`config.mk`:
```
export PLATFORM = sky130hd
export DESIGN_NAME = alu_cmd_issuer
export DESIGN_NICKNAME = d
export VERILOG_FILES = /design/src/rtl/alu_cmd_issuer.sv
export SDC_FILE = /design/constraint.sdc
export NUM_CORES = 1
export LEC_CHECK = 0
export CELL_PAD_IN_SITES_DETAIL_PLACEMENT = 0
export CELL_PAD_IN_SITES_GLOBAL_PLACEMENT = 2
export CORE_MARGIN = 4
export CORE_UTILIZATION = 30
export DETAILED_ROUTE_END_ITERATION = 10
export PLACE_DENSITY = 0.68
export SYNTH_ARGS = -nofsm -noshare
export SYNTH_HDL_FRONTEND = slang
export SYNTH_SLANG_ARGS = --single-unit
```
`constraint.sdc`:
```
create_clock -name clk -period 1.7 [get_ports clk]
set_clock_uncertainty 0.05 [all_clocks]
set_input_delay 0.51 -clock clk [delete_from_list [all_inputs] [get_ports clk]]
set_output_delay 0.51 -clock clk [all_outputs]
set_load 0.01 [all_outputs]
```
`src/rtl/alu_cmd_issuer.sv`:
```
// Command FIFO plus issue/result registers feeding an external combinational ALU.
// Optional accumulator operand path enabled by defining ALU_ACC_EN.
module alu_cmd_issuer #(
  parameter int WIDTH = 4,
  parameter int DEPTH = 4
) (
  input  logic             clk,
  input  logic             rst_n,
  input  logic             i_cmd_valid,
  output logic             o_cmd_ready,
  input  logic [WIDTH-1:0] i_cmd_a,
  input  logic [WIDTH-1:0] i_cmd_b,
  input  logic [1:0]       i_cmd_op,
  input  logic             i_cmd_acc,
  output logic [WIDTH-1:0] o_alu_a,
  output logic [WIDTH-1:0] o_alu_b,
  output logic [1:0]       o_alu_op,
  input  logic [WIDTH-1:0] i_alu_result,
  input  logic             i_alu_overflow,
  input  logic             i_alu_zero,
  output logic             o_res_valid,
  input  logic             i_res_ready,
  output logic [WIDTH-1:0] o_res_data,
  output logic             o_res_overflow,
  output logic             o_res_zero,
  output logic             o_busy
);

  localparam int AW = $clog2(DEPTH);

  typedef enum logic [1:0] {
    ST_EMPTY = 2'b00,
    ST_EXEC  = 2'b01,
    ST_HOLD  = 2'b10,
    ST_FULL  = 2'b11
  } state_t;

  state_t           r_state;
  logic [AW:0]      r_wrPtr;
  logic [AW:0]      r_rdPtr;
  logic [WIDTH-1:0] r_memA [DEPTH];
  logic [WIDTH-1:0] r_memB [DEPTH];
  logic [1:0]       r_memOp [DEPTH];
  logic [WIDTH-1:0] r_issA;
  logic [WIDTH-1:0] r_issB;
  logic [1:0]       r_issOp;
  logic [WIDTH-1:0] r_resData;
  logic             r_resOverflow;
  logic             r_resZero;

  logic w_full;
  logic w_empty;
  logic w_push;
  logic w_issValid;
  logic w_resValid;
  logic w_cap;
  logic w_load;
  logic w_issNext;
  logic w_resNext;

  // Full when the index bits match but the wrap bits differ.
  assign w_full  = (r_wrPtr[AW] != r_rdPtr[AW]) &&
                   (r_wrPtr[AW-1:0] == r_rdPtr[AW-1:0]);
  assign w_empty = (r_wrPtr == r_rdPtr);
  assign w_push  = i_cmd_valid && !w_full;

  assign w_issValid = (r_state == ST_EXEC) || (r_state == ST_FULL);
  assign w_resValid = (r_state == ST_HOLD) || (r_state == ST_FULL);
  assign w_cap      = w_issValid && (!w_resValid || i_res_ready);
  assign w_load     = !w_empty && (!w_issValid || w_cap);
  assign w_issNext  = w_load || (w_issValid && !w_cap);
  assign w_resNext  = w_cap || (w_resValid && !i_res_ready);

  always_ff @(posedge clk) begin
    if (w_push) begin
      r_memA[r_wrPtr[AW-1:0]]  <= i_cmd_a;
      r_memB[r_wrPtr[AW-1:0]]  <= i_cmd_b;
      r_memOp[r_wrPtr[AW-1:0]] <= i_cmd_op;
    end
  end

  always_ff @(posedge clk or negedge rst_n) begin
    if (!rst_n) begin
      r_wrPtr <= '0;
      r_rdPtr <= '0;
    end else begin
      if (w_push) r_wrPtr <= r_wrPtr + (AW+1)'(1);
      if (w_load) r_rdPtr <= r_rdPtr + (AW+1)'(1);
    end
  end

`ifdef ALU_ACC_EN
  logic             r_memAcc [DEPTH];
  logic             r_issAcc;
  logic [WIDTH-1:0] r_acc;

  always_ff @(posedge clk) begin
    if (w_push) r_memAcc[r_wrPtr[AW-1:0]] <= i_cmd_acc;
  end

  // The accumulator updates on the same edge the next command issues, so
  // back-to-back accumulate commands chain without a bubble.
  always_ff @(posedge clk or negedge rst_n) begin
    if (!rst_n) begin
      r_issAcc <= 1'b0;
      r_acc    <= '0;
    end else begin
      if (w_load) r_issAcc <= r_memAcc[r_rdPtr[AW-1:0]];
      if (w_cap)  r_acc    <= i_alu_result;
    end
  end

  assign o_alu_a = r_issAcc ? r_acc : r_issA;
`else
  logic w_unusedAcc;
  assign w_unusedAcc = i_cmd_acc;
  assign o_alu_a     = r_issA;
`endif

  always_ff @(posedge clk or negedge rst_n) begin
    if (!rst_n) begin
      r_state       <= ST_EMPTY;
      r_issA        <= '0;
      r_issB        <= '0;
      r_issOp       <= '0;
      r_resData     <= '0;
      r_resOverflow <= 1'b0;
      r_resZero     <= 1'b0;
    end else begin
      unique case ({w_resNext, w_issNext})
        2'b00:   r_state <= ST_EMPTY;
        2'b01:   r_state <= ST_EXEC;
        2'b10:   r_state <= ST_HOLD;
        default: r_state <= ST_FULL;
      endcase
      if (w_load) begin
        r_issA  <= r_memA[r_rdPtr[AW-1:0]];
        r_issB  <= r_memB[r_rdPtr[AW-1:0]];
        r_issOp <= r_memOp[r_rdPtr[AW-1:0]];
      end
      if (w_cap) begin
        r_resData     <= i_alu_result;
        r_resOverflow <= i_alu_overflow;
        r_resZero     <= i_alu_zero;
      end
    end
  end

  assign o_cmd_ready    = !w_full;
  assign o_alu_b        = r_issB;
  assign o_alu_op       = r_issOp;
  assign o_res_valid    = w_resValid;
  assign o_res_data     = r_resData;
  assign o_res_overflow = r_resOverflow;
  assign o_res_zero     = r_resZero;
  assign o_busy         = !w_empty || w_issValid || w_resValid;

endmodule
```
# --- Word-level counts from Yosys, hierarchy flattened ---
# Memories as Yosys holds them, arrays and structs flattened. A register that Yosys moved wholly into a read port is not among the register bits.
# Index checks and enable logic that the tools add are counted.
op_classes:
  addsub: 2
  n_mul: 0
  div_mod_pow: 0
  order_cmp: 0
  n_eq_ne: 8
  shift: 0
  muxes: 3
  bitwise: 0
  n_reduce_logical: 24
op_table:
  columns: ["operator", "n"]
  rows:
  - ["$logic_not A1 Y1", 9]
  - ["$logic_or A1 B1 Y1", 8]
  - ["$add A3 B1 Y3 const B", 2]
  - ["$eq A2 B2 Y1 const B", 3]
  - ["$logic_and A1 B1 Y1", 6]
  - ["$pmux W2 S3", 1]
  - ["$eq A2 B1 Y1 const B", 2]
  - ["$eq A3 B3 Y1", 1]
  - ["$eq A2 B2 Y1", 1]
  - ["$logic_not A2 Y1", 1]
  - ["$mux W1", 2]
  - ["$ne A1 B1 Y1", 1]
totals:
  ff_bits: 14
  latch_bits: 0
  ram_bits: 40
  romBits: 0
  inputBits: 21
  out_inout_bits: 19
  word_cells: 46
  mem_count: 3
mem_list:
  columns: ["memory", "words", "width", "read_ports", "rd_clocked_by_memory_dff", "write_ports", "line_no", "rtl"]
  rows:
  - ["r_memA", 4, 4, 1, 1, 1, "41", "logic [WIDTH-1:0] r_memA [DEPTH];"]
  - ["r_memB", 4, 4, 1, 1, 1, "42", "logic [WIDTH-1:0] r_memB [DEPTH];"]
  - ["r_memOp", 4, 2, 1, 1, 1, "43", "logic [1:0] r_memOp [DEPTH];"]

# --- Logic depth before layout (Yosys ltp) ---
# Gate-level depths: netlist of run 1.
logic_depth:
  ltp_word: 10
  mapped_depth: 4
  ltp_nobuf: 4

# --- Worst setup path after synthesis of run 1 ---
# No wires, ideal clock.
synth_path:
  kind: "register to register"
  from: "reg r_wrPtr[1]"
  to: "mem r_memA[3][0] (enable)"
  setup_ps: 387
  t_arrival_ps: 1311
  t_required_ps: 1263
  slack_ps: -47
  stages_incl_launch_ff: 3
  n_path_buf: 0
  synth_period_minus_slack_ps: 1747
  path_cell_list: "dfrtp_1 > xnor2_1 > a31oi_1"
synth_via:
  elab_chain_cells: 6
synth_rtl:
  columns: ["element", "line_no", "rtl"]
  rows:
  - ["from (decl)", "39", "logic [AW:0] r_wrPtr;"]
  - ["from (signal assigned)", "87", "if (w_push) r_wrPtr <= r_wrPtr + (AW+1)'(1);"]
  - ["$eq A2 B2 Y1", "63", "(r_wrPtr[AW-1:0] == r_rdPtr[AW-1:0]);"]
  - ["$logic_and A1 B1 Y1", "62", "assign w_full = (r_wrPtr[AW] != r_rdPtr[AW]) &&"]
  - ["$logic_not A1 Y1", "65", "assign w_push = i_cmd_valid && !w_full;"]
  - ["$logic_and A1 B1 Y1", "65", null]
  - ["$mux W1", "75", "if (w_push) begin"]
  - ["$mux W1 (implied by the code)", "76", "r_memA[r_wrPtr[AW-1:0]] <= i_cmd_a;"]
  - ["to (decl)", "41", null]
# Parallel ways exist; a longest one is shown, timed or not.

# --- Final worst setup path of run 1 ---
layout_path:
  from: "reg r_rdPtr[0]"
  to: "out o_busy"
layout_via:
  elab_chain_cells: 4
layout_rtl:
  columns: ["element", "line_no", "rtl"]
  rows:
  - ["from (decl)", "40", "logic [AW:0] r_rdPtr;"]
  - ["from (signal assigned)", "88", "if (w_load) r_rdPtr <= r_rdPtr + (AW+1)'(1);"]
  - ["$eq A3 B3 Y1", "64", "assign w_empty = (r_wrPtr == r_rdPtr);"]
  - ["$logic_not A1 Y1", "156", "assign o_busy = !w_empty || w_issValid || w_resValid;"]
  - ["$logic_or A1 B1 Y1 (2 in series)", "156", null]
  - ["to (decl)", "26", "output logic o_busy"]
# No other way between the ends.

==> results of run 1 <==
==> path summary, 6_finish.rpt <==
kind | startpoint | to | slack (ns) | cells past startpoint
max | r_rdPtr[0]$_DFFE_PN0P_ | o_busy | -0.23 | 4
min | o_res_data[0]$_DFFE_PN0P_ | o_res_data[0]$_DFFE_PN0P_ | 0.45 | 1
max reg2reg | r_rdPtr[2]$_DFFE_PN0P_ | r_memB[1][3]$_DFFE_PP_ | -0.21 | 8
min reg2reg | o_res_data[0]$_DFFE_PN0P_ | o_res_data[0]$_DFFE_PN0P_ | 0.45 | 1
max in group asynchronous | rst_n | o_alu_a[0]$_DFFE_PN0P_ | 0.85 | 2
min in group asynchronous | rst_n | o_alu_b[2]$_DFFE_PN0P_ | 0.50 | 2
==> cell type report <==
type,count,area (µm²)
Clock buffer,10,128
Clock inverter,5,48.8
Fill cell,720,4520
Inverter,3,11.3
Multi-Input combinational cell,60,803
Sequential cell,64,1800
Tap cell,105,131
Timing Repair Buffer,76,773
==> sequential cells by signal, summed over array words and instances, names as in the netlist <==
| signal | cells |
|---|---|
| r_rdPtr | 3 |
| r_state | 2 |
| o_alu_a | 4 |
| o_alu_b | 4 |
| o_alu_op | 2 |
| r_memA | 16 |
| o_res_overflow | 1 |
| o_res_zero | 1 |
| r_memB | 16 |
| o_res_data | 4 |
| r_memOp | 8 |
| r_wrPtr | 3 |
==> where the power goes <==
group / leakage, nW / internal (mW) / total, mW / switching (mW)
clock: 0.0933 / 0.656 / 1.16 / 0.508
combinational: 0.728 / 2.28 / 3.79 / 1.51
sequential: 0.641 / 2.20 / 2.42 / 0.220
total: 1.46 / 5.14 / 7.37 / 2.23
==> per-layer routing <==
metal | up-vias | GRT usage, % | share of wire [%]
li1 | 662 | - | -
met1 | 756 | 10.6 | 36
met2 | 37 | 21.3 | 58
met3 | 6 | 4.38 | 4.9
met4 | 0 | 3.42 | 1.1
met5 | - | 0 | 0
==> kinds of logic (layout without fill, tap and decap cells) <==
| kind of cell | Yosys count | after routing | share of synthesized area (%) |
|---|---|---|---|
| AOI/OAI and AO/OA | 4 | 4 | 1.23 |
| xor gates and xnor gates | 9 | 9 | 3.10 |
| adders and majority gates | 5 | 5 | 2.46 |
| buffers and inverters | 7 | 94 | 1.48 |
| DFF | 64 | 64 | 70.9 |
| muxes | 28 | 28 | 18.2 |
| and+or+nand+nor | 13 | 14 | 2.66 |
==> placed cells by master (no fill, tap or decap), types with 2 or more instances in the layout <==
cell type / synthesis / routed
a31oi_4: 0 / 2
xor2_1: 5 / 4
dfrtp_1: 24 / 24
buf_16: 0 / 2
mux2_2: 9 / 8
ha_1: 5 / 5
buf_12: 0 / 5
nand2_1: 4 / 4
clkbuf_8: 0 / 9
dlygate4sd2_1: 0 / 17
buf_4: 1 / 24
inv_1: 3 / 3
clkdlybuf4s50_1: 0 / 19
xnor2_1: 4 / 2
buf_6: 1 / 7
nand2b_1: 2 / 2
and2_4: 0 / 4
clkinv_2: 0 / 3
mux2_4: 9 / 10
edfxtp_1: 40 / 40
mux4_2: 10 / 10
==> what timing repair did <==
item | in CTS | in global routing
setup buffers | 11 | 2
gates cloned | 2 | 1
resized for setup | 43 | 8
pin swaps | 4 | 1
endpoints found under the setup margin | 62 | 54
==> stage by stage <==
stage                     setup TNS [ns]  total power, mW  instance area (µm²)  std cells  hold WS, ns
final                              -5.22             7.37                 3700        323        0.453
after global routing               -8.47             7.82                 3700        323        0.477
after CTS                          -5.22             7.36                 3680        322        0.457
after detailed placement          -15.98             5.64                 3300        294        0.447
after global placement            -14.76             5.54                 3300        294        0.438
after floorplan                        0             4.07                 2550        130        0.164
==> critical path, stage by stage (launching register included) <==
cell and delay (ns):
dfrtp_1 0.40, xor2_1 0.19, nor3_2 0.23, nand2_1 0.08
buf_2 0.14
==> flow_summary_export.csv, run 1 <==
group,metric,value,unit
finish,nets,240,
synth,netlist_top_cells_count,"40 x edfxtp_1, 24 x dfrtp_1, 10 x mux4_2",
die,die_w,100,µm
power_and_ir_drop,power_density,1990,nW/µm²
clock_network,clk_pin_slew,0.06,ns
synth,syn_nets,156,
clock_network,clock_sinks,64,
global_route,grt_pass1_vias,1621,
clock_network,cts_inserted_buffers,9,
route,wl,5150,µm
synth,synth.most_common_cell,"edfxtp_1",
timing,finalMaxSlewViolations,0,
synth,ys_top_cells_by_area,"edfxtp_1 47%, dfrtp_1 24%, mux4_2 8.9%",
global_route,grt_use_total,11.1,%
synth,netlist_area,2540,µm²
timing,finalCritPeriodShare,113,%
worst_hold_path,hold_class,"flop to flop",
synth,yosys_warnings,0,
synth,seq_area_frac_synth,70.9,%
clock_network,ctsLongestPathBuffers,2,
synth,ys.flop_type,"edfxtp_1",
worst_setup_path,worstPathRequired,1.14,ns
route,vias,1461,
timing,fin_ws,-0.229,ns
finish,layout-area-overhead-vs-synth,45.5,%
synth,syn_inst,130,
die,die-area,10000,µm²
synth,synth_edf_count,40,
clock_network,cts-root-buf,"clkbuf_8",
place,dp_slack,-0.341,ns
worst_setup_path,cp_max_fo,3,
synth,ys_ff_latch,64,
clock_network,postCtsHoldBufs,0,
die,core_region_area,8220,µm²
global_route,grt_first_pass_wirelength,8160,µm
die,num_rows,33,
synth,synthArstFlopShare,37.5,%
route,drtIter0Drc,47,
clock_network,cts_tree,"yes",
clock_network,htree_levels,3,
global_route,grt_remaining_overflow,0,
worst_setup_path,worst-setup-path-type,"flop to primary output",
route,drtAntennaViolNets,0,
power_and_ir_drop,p_leak,1.46,nW
die,io_pins,40,
synth,synth_area_leader_cell,"edfxtp_1",
die,start_util,30.9,%
worst_setup_path,endpoint_kind,"primary output",
timing,setup_violations,44,
timing,slew_headroom,74.3,%
global_route,grt_max_degree,25,
worst_setup_path,start_kind,"flop",
run,max-cap-violations,0,
global_route,antenna_found_initial,0,
timing,max_freq,518,MHz
die,die_h,100,µm
timing,rsz0062_at_grt,"yes",
timing,hold_violations,0,
timing,period_needed,1.93,ns
finish,utilization,45.0,%
route,wl_per_cell,15.9,µm
clock_network,clk_latency,0.33,ns
place,io_buffers,38,
worst_setup_path,arrival,1.37,ns
route,drcViolationCount,0,
power_and_ir_drop,ir_drop,0.635,mV
place,place.gp.congestion,0.742,
outcome,violations,"setup timing",
synth,synth.top_cell.area_share,47.3,%
timing,tightestPinTransition,0.380,ns
synth,yosysUniqueCellTypes,22,
finish,drive_gt1_share,42.7,%
route,drt_pass1_iterations,4,
synth,syn_area_per_cell,19.5,µm²
place,dpl.hpwl,3370,µm
route,viasPerCell,4.52,
finish,antenna_cells,0,
outcome,status,"complete, but fails checks",
No activity file was read; power rests on OpenSTA's default activity.
==> run 2, diff against run 1 <==
Settings changed: CORE_MARGIN 4 to default.
==> flow_summary_export.csv, run 2 (same netlist as run 1, synthesis figures left out) <==
group,metric,value,unit
outcome,status,"complete, but fails checks",
outcome,violations,"setup timing",
clock_network,cts_inserted_buffers,9,
power_and_ir_drop,power_density,1950,nW/µm²
global_route,grt_use_total,12.1,%
worst_setup_path,worst-setup-path-type,"flop to primary output",
global_route,grt_remaining_overflow,0,
clock_network,postCtsHoldBufs,0,
clock_network,clk_pin_slew,0.06,ns
global_route,antenna_found_initial,0,
finish,layout_commonest_cell,"edfxtp_1",
timing,fin_tns_setup,-3.27,ns
clock_network,htree_levels,3,
worst_setup_path,endpoint_kind,"primary output",
clock_network,clk_latency,0.33,ns
finish,nets,229,
die,start_util,30.9,%
power_and_ir_drop,finalPower,6.90,mW
route,drtAntennaViolNets,0,
die,core_region_area,8220,µm²
worst_setup_path,arrival,1.37,ns
timing,rsz0062_at_grt,"yes",
place,place.gp.congestion,0.690,
power_and_ir_drop,ir_drop,0.828,mV
die,die-area,8840,µm²
global_route,grt_pass1_vias,1485,
timing,max_freq,517,MHz
timing,fin_ws,-0.233,ns
finish,antenna_cells,0,
worst_hold_path,hold_class,"flop to flop",
route,drt_pass1_iterations,3,
die,io_pins,40,
finish,layout_common_cells,"40 x edfxtp_1, 21 x dfrtp_1, 19 x clkdlybuf4s50_1, 17 x dlygate4sd2_1, 15 x buf_4",
route,viasPerCell,4.35,
place,io_buffers,38,
place,postPlaceCellArea,3220,µm²
clock_network,clock_sinks,64,
clock_network,cts_tree,"yes",
die,num_rows,33,
worst_setup_path,cp_max_fo,2,
timing,finalMaxSlewViolations,0,
clock_network,ctsLongestPathBuffers,2,
route,wl_per_cell,15.4,µm
global_route,grt_first_pass_wirelength,7570,µm
finish,fillerInstances,721,
worst_setup_path,critPathMaxStageDelay,0.42,ns
worst_setup_path,start_kind,"flop",
timing,setup_violations,41,
clock_network,cts-root-buf,"clkbuf_8",
run,max-cap-violations,0,
finish,drive_gt1_share,41.1,%
die,die_h,94.0,µm
worst_setup_path,critical_path.slowest_cell,"dfrtp_2",
worst_setup_path,crit_chain,"xor2_2 > nor3_2 > nand2_1 > buf_2",
timing,holdWs,0.453,ns
finish,fin_area,3540,µm²
route,drcViolationCount,0,
worst_setup_path,worstPathRequired,1.14,ns
route,vias,1357,
route,drtIter0Drc,105,
finish,layout-area-overhead-vs-synth,39.2,%
place,dp_slack,-0.339,ns
global_route,grt_max_degree,25,
timing,slew_headroom,74.3,%
power_and_ir_drop,p_leak,1.38,nW
timing,hold_violations,0,
timing,finalCritPeriodShare,114,%
route,wl,4810,µm
die,die_w,94.0,µm
place,dpl.hpwl,3200,µm
timing,period_needed,1.93,ns
timing,tightestPinTransition,0.381,ns
==> run 2: cell count changes in the layout (fill, tap and decap cells not counted), sizes merged <==
cell	delta
buf	-10
clkinv	-3
clkbuf	+2
and2	-1
clkinvlp	+1
==> run 2: final timing paths <==
path                                                 from                         to  slack [ns]  depth (start not counted)
worst max-delay path               r_wrPtr[0]$_DFFE_PN0P_                     o_busy       -0.23                          4
worst max register to register     r_wrPtr[2]$_DFFE_PN0P_     r_memB[0][1]$_DFFE_PP_       -0.10                          7
max in group asynchronous                           rst_n     r_wrPtr[0]$_DFFE_PN0P_        0.84                          2
min in group asynchronous                           rst_n     o_alu_b[1]$_DFFE_PN0P_        0.50                          2
worst min-delay path            o_res_data[2]$_DFFE_PN0P_  o_res_data[2]$_DFFE_PN0P_        0.45                          1
worst min register to register  o_res_data[2]$_DFFE_PN0P_  o_res_data[2]$_DFFE_PN0P_        0.45                          1
==> run 2: layer usage <==
layer	vias to the layer above	track usage [%]	routed length [µm]
met5	-	0	0
met1	676	13.6	2000
met4	0	6.54	106
met2	31	20.9	2530
li1	638	-	-
met3	12	2.99	178
==> run 2: worst max-delay path: cells and delay by family, from the launching register on <==
family	cells	cell delay [ns]
xor+xnor	1	0.19
buf+inv	1	0.14
flops	1	0.42
simple gates	2	0.30
==> run 2: per-stage QoR <==
stage / utilization (%) / std cells
2_1_floorplan: - / 130
3_3_place_gp: 39.2 / 291
3_5_place_dp: 39.2 / 291
4_1_cts: 42.8 / 311
5_1_grt: 43.1 / 312
6_report: 43.1 / 312
==> run 2: layout make-up <==
class / count / area, µm² / area share, %
clock buffers: 12 / 145 / 4.10
clock inverters: 3 / 42.5 / 1.20
inverters: 3 / 11.3 / 0.318
multi-input cells: 59 / 777 / 22.0
flip-flops and latches: 64 / 1810 / 51.0
well taps: 105 / 131 / 3.71
repair buffers: 66 / 626 / 17.7
==> run 2: where the power goes <==
| group | switching, mW | internal [mW] |
|---|---|---|
| Clock | 0.539 | 0.708 |
| Sequential | 0.240 | 2.21 |
| Combinational | 1.31 | 1.89 |
| Total | 2.09 | 4.81 |
==> run 2: timing repair <==
| item | CTS | global route |
|---|---|---|
| setup endpoints to repair | 58 | 55 |
| buffers inserted | 5 | 1 |
| pin swaps | 6 | 2 |
| gates resized for setup | 47 | 3 |
==> run 3, diff against run 2 <==
Settings changed: SKIP_CTS_REPAIR_TIMING from default to 1.
==> flow_summary_export.csv, run 3 (same netlist as run 1, synthesis figures left out) <==
group,metric,value,unit
route,drtAntennaViolNets,0,
die,die_h,94.0,µm
worst_setup_path,worst-setup-path-type,"flop to primary output",
timing,tightestPinTransition,0.380,ns
place,dpl.hpwl,3200,µm
timing,max_freq,504,MHz
clock_network,htree_levels,3,
finish,drive_gt1_share,40.9,%
worst_setup_path,cp_max_fo,3,
clock_network,cts-root-buf,"clkbuf_8",
place,postPlaceCellArea,3220,µm²
worst_setup_path,endpoint_kind,"primary output",
route,viasPerCell,4.38,
finish,layout_commonest_cell,"edfxtp_1",
die,die-area,8840,µm²
finish,fin_area,3630,µm²
power_and_ir_drop,ir_drop,0.844,mV
finish,layout_common_cells,"40 x edfxtp_1, 21 x dfrtp_1, 19 x clkdlybuf4s50_1, 17 x dlymetal6s2s_1, 13 x buf_6",
finish,layout-area-overhead-vs-synth,42.8,%
finish,antenna_cells,0,
die,num_rows,33,
power_and_ir_drop,p_leak,1.50,nW
power_and_ir_drop,power_density,1950,nW/µm²
clock_network,cts_tree,"yes",
die,die_w,94.0,µm
route,wl_per_cell,15.4,µm
worst_setup_path,arrival,1.42,ns
worst_setup_path,worstPathRequired,1.14,ns
power_and_ir_drop,power.switching,2.16,mW
route,wl,4740,µm
route,drtIter0Drc,69,
timing,holdWs,0.457,ns
outcome,status,"complete, but fails checks",
timing,finalMaxSlewViolations,0,
global_route,grt_pass1_vias,1450,
finish,nets,225,
clock_network,clk_pin_slew,0.06,ns
timing,rsz0062_at_grt,"yes",
route,drt_pass1_iterations,4,
worst_hold_path,hold_class,"flop to flop",
run,max-cap-violations,0,
timing,fin_ws,-0.283,ns
die,io_pins,40,
global_route,grt_remaining_overflow,0,
route,vias,1350,
clock_network,clk_latency,0.33,ns
die,start_util,30.9,%
global_route,grt_use_total,11.6,%
die,core_region_area,8220,µm²
finish,stdcell_count,308,
power_and_ir_drop,comb_power_share,47.3,%
worst_setup_path,start_kind,"flop",
timing,setup_violations,41,
place,io_buffers,38,
timing,slew_headroom,74.3,%
place,place_inst,291,
outcome,violations,"setup timing",
worst_setup_path,crit_chain,"xnor2_2 > nand3_2 > buf_6",
place,place.gp.congestion,0.690,
timing,finalCritPeriodShare,117,%
global_route,grt_first_pass_wirelength,7350,µm
timing,period_needed,1.98,ns
route,drcViolationCount,0,
worst_setup_path,critPathMaxStageDelay,0.46,ns
power_and_ir_drop,p_seq_share,35.1,%
place,dp_slack,-0.339,ns
power_and_ir_drop,p_int,4.91,mW
worst_setup_path,critical_path.slowest_cell,"dfrtp_2",
clock_network,ctsLongestPathBuffers,2,
power_and_ir_drop,clockPowerShare,17.6,%
timing,hold_violations,0,
power_and_ir_drop,p_sw_share,30.5,%
clock_network,clock_sinks,64,
global_route,antenna_found_initial,0,
global_route,grt_max_degree,25,
power_and_ir_drop,finalPower,7.07,mW
clock_network,cts_inserted_buffers,9,
==> run 3: changes by cell type in the layout (fill, tap and decap cells not counted), moves of 2 or more <==
cell            delta
a31oi_4            +2
buf_2              -2
buf_4              -6
buf_6              +2
dlygate4sd2_1     -17
dlymetal6s2s_1    +17
==> run 3: final timing paths <==
check | start | end | slack, ns | depth (start not counted)
worst max-delay path | r_rdPtr[0]$_DFFE_PN0P_ | o_cmd_ready | -0.28 | 3
worst min-delay path | o_res_zero$_DFFE_PN0P_ | o_res_zero$_DFFE_PN0P_ | 0.46 | 1
worst max register to register | r_rdPtr[2]$_DFFE_PN0P_ | r_memB[0][1]$_DFFE_PP_ | -0.07 | 7
worst min register to register | o_res_zero$_DFFE_PN0P_ | o_res_zero$_DFFE_PN0P_ | 0.46 | 1
max in group asynchronous | rst_n | r_wrPtr[0]$_DFFE_PN0P_ | 0.83 | 2
min in group asynchronous | rst_n | o_alu_b[1]$_DFFE_PN0P_ | 0.50 | 2
==> run 3: critical path, delay by kind of cell (launching register included) <==
kind / cells / cell delay, ns
flops: 1 / 0.46
xor+xnor: 1 / 0.37
buf+inv: 1 / 0.14
simple gates: 1 / 0.13
==> run 3: power by group through the flow <==
stage,sequential [mW],combinational (mW),clock [mW]
2_1_floorplan,2.54,1.52,0
3_3_place_gp,2.44,2.85,0
3_5_place_dp,2.46,2.93,0
4_1_cts,2.43,2.94,1.29
5_1_grt,2.54,3.60,1.34
6_report,2.48,3.34,1.25
==> run 3: per-stage QoR <==
stage | TNS [ns] | util, %
6_report | -2.66 | 44.2
5_1_grt | -5.12 | 44.2
4_1_cts | -7.97 | 41.5
2_1_floorplan | 0 | -
3_5_place_dp | -14.82 | 39.2
3_3_place_gp | -15.50 | 39.2
==> run 3: final cells by class <==
class	instances	area, µm²
clock inverter	3	42.5
tap	105	131
timing repair buffer	62	677
inverter	3	11.3
clock buffer	12	145
fill	690	4590
sequential	64	1810
multi-input combinational	59	817
==> run 3: routing by layer <==
metal | vias to the layer above | track usage [%] | routed length (µm)
met4 | 0 | 6.54 | 110
met1 | 669 | 13.6 | 1950
met3 | 12 | 2.99 | 201
li1 | 634 | - | -
met2 | 35 | 19.2 | 2480
met5 | - | 0 | 0
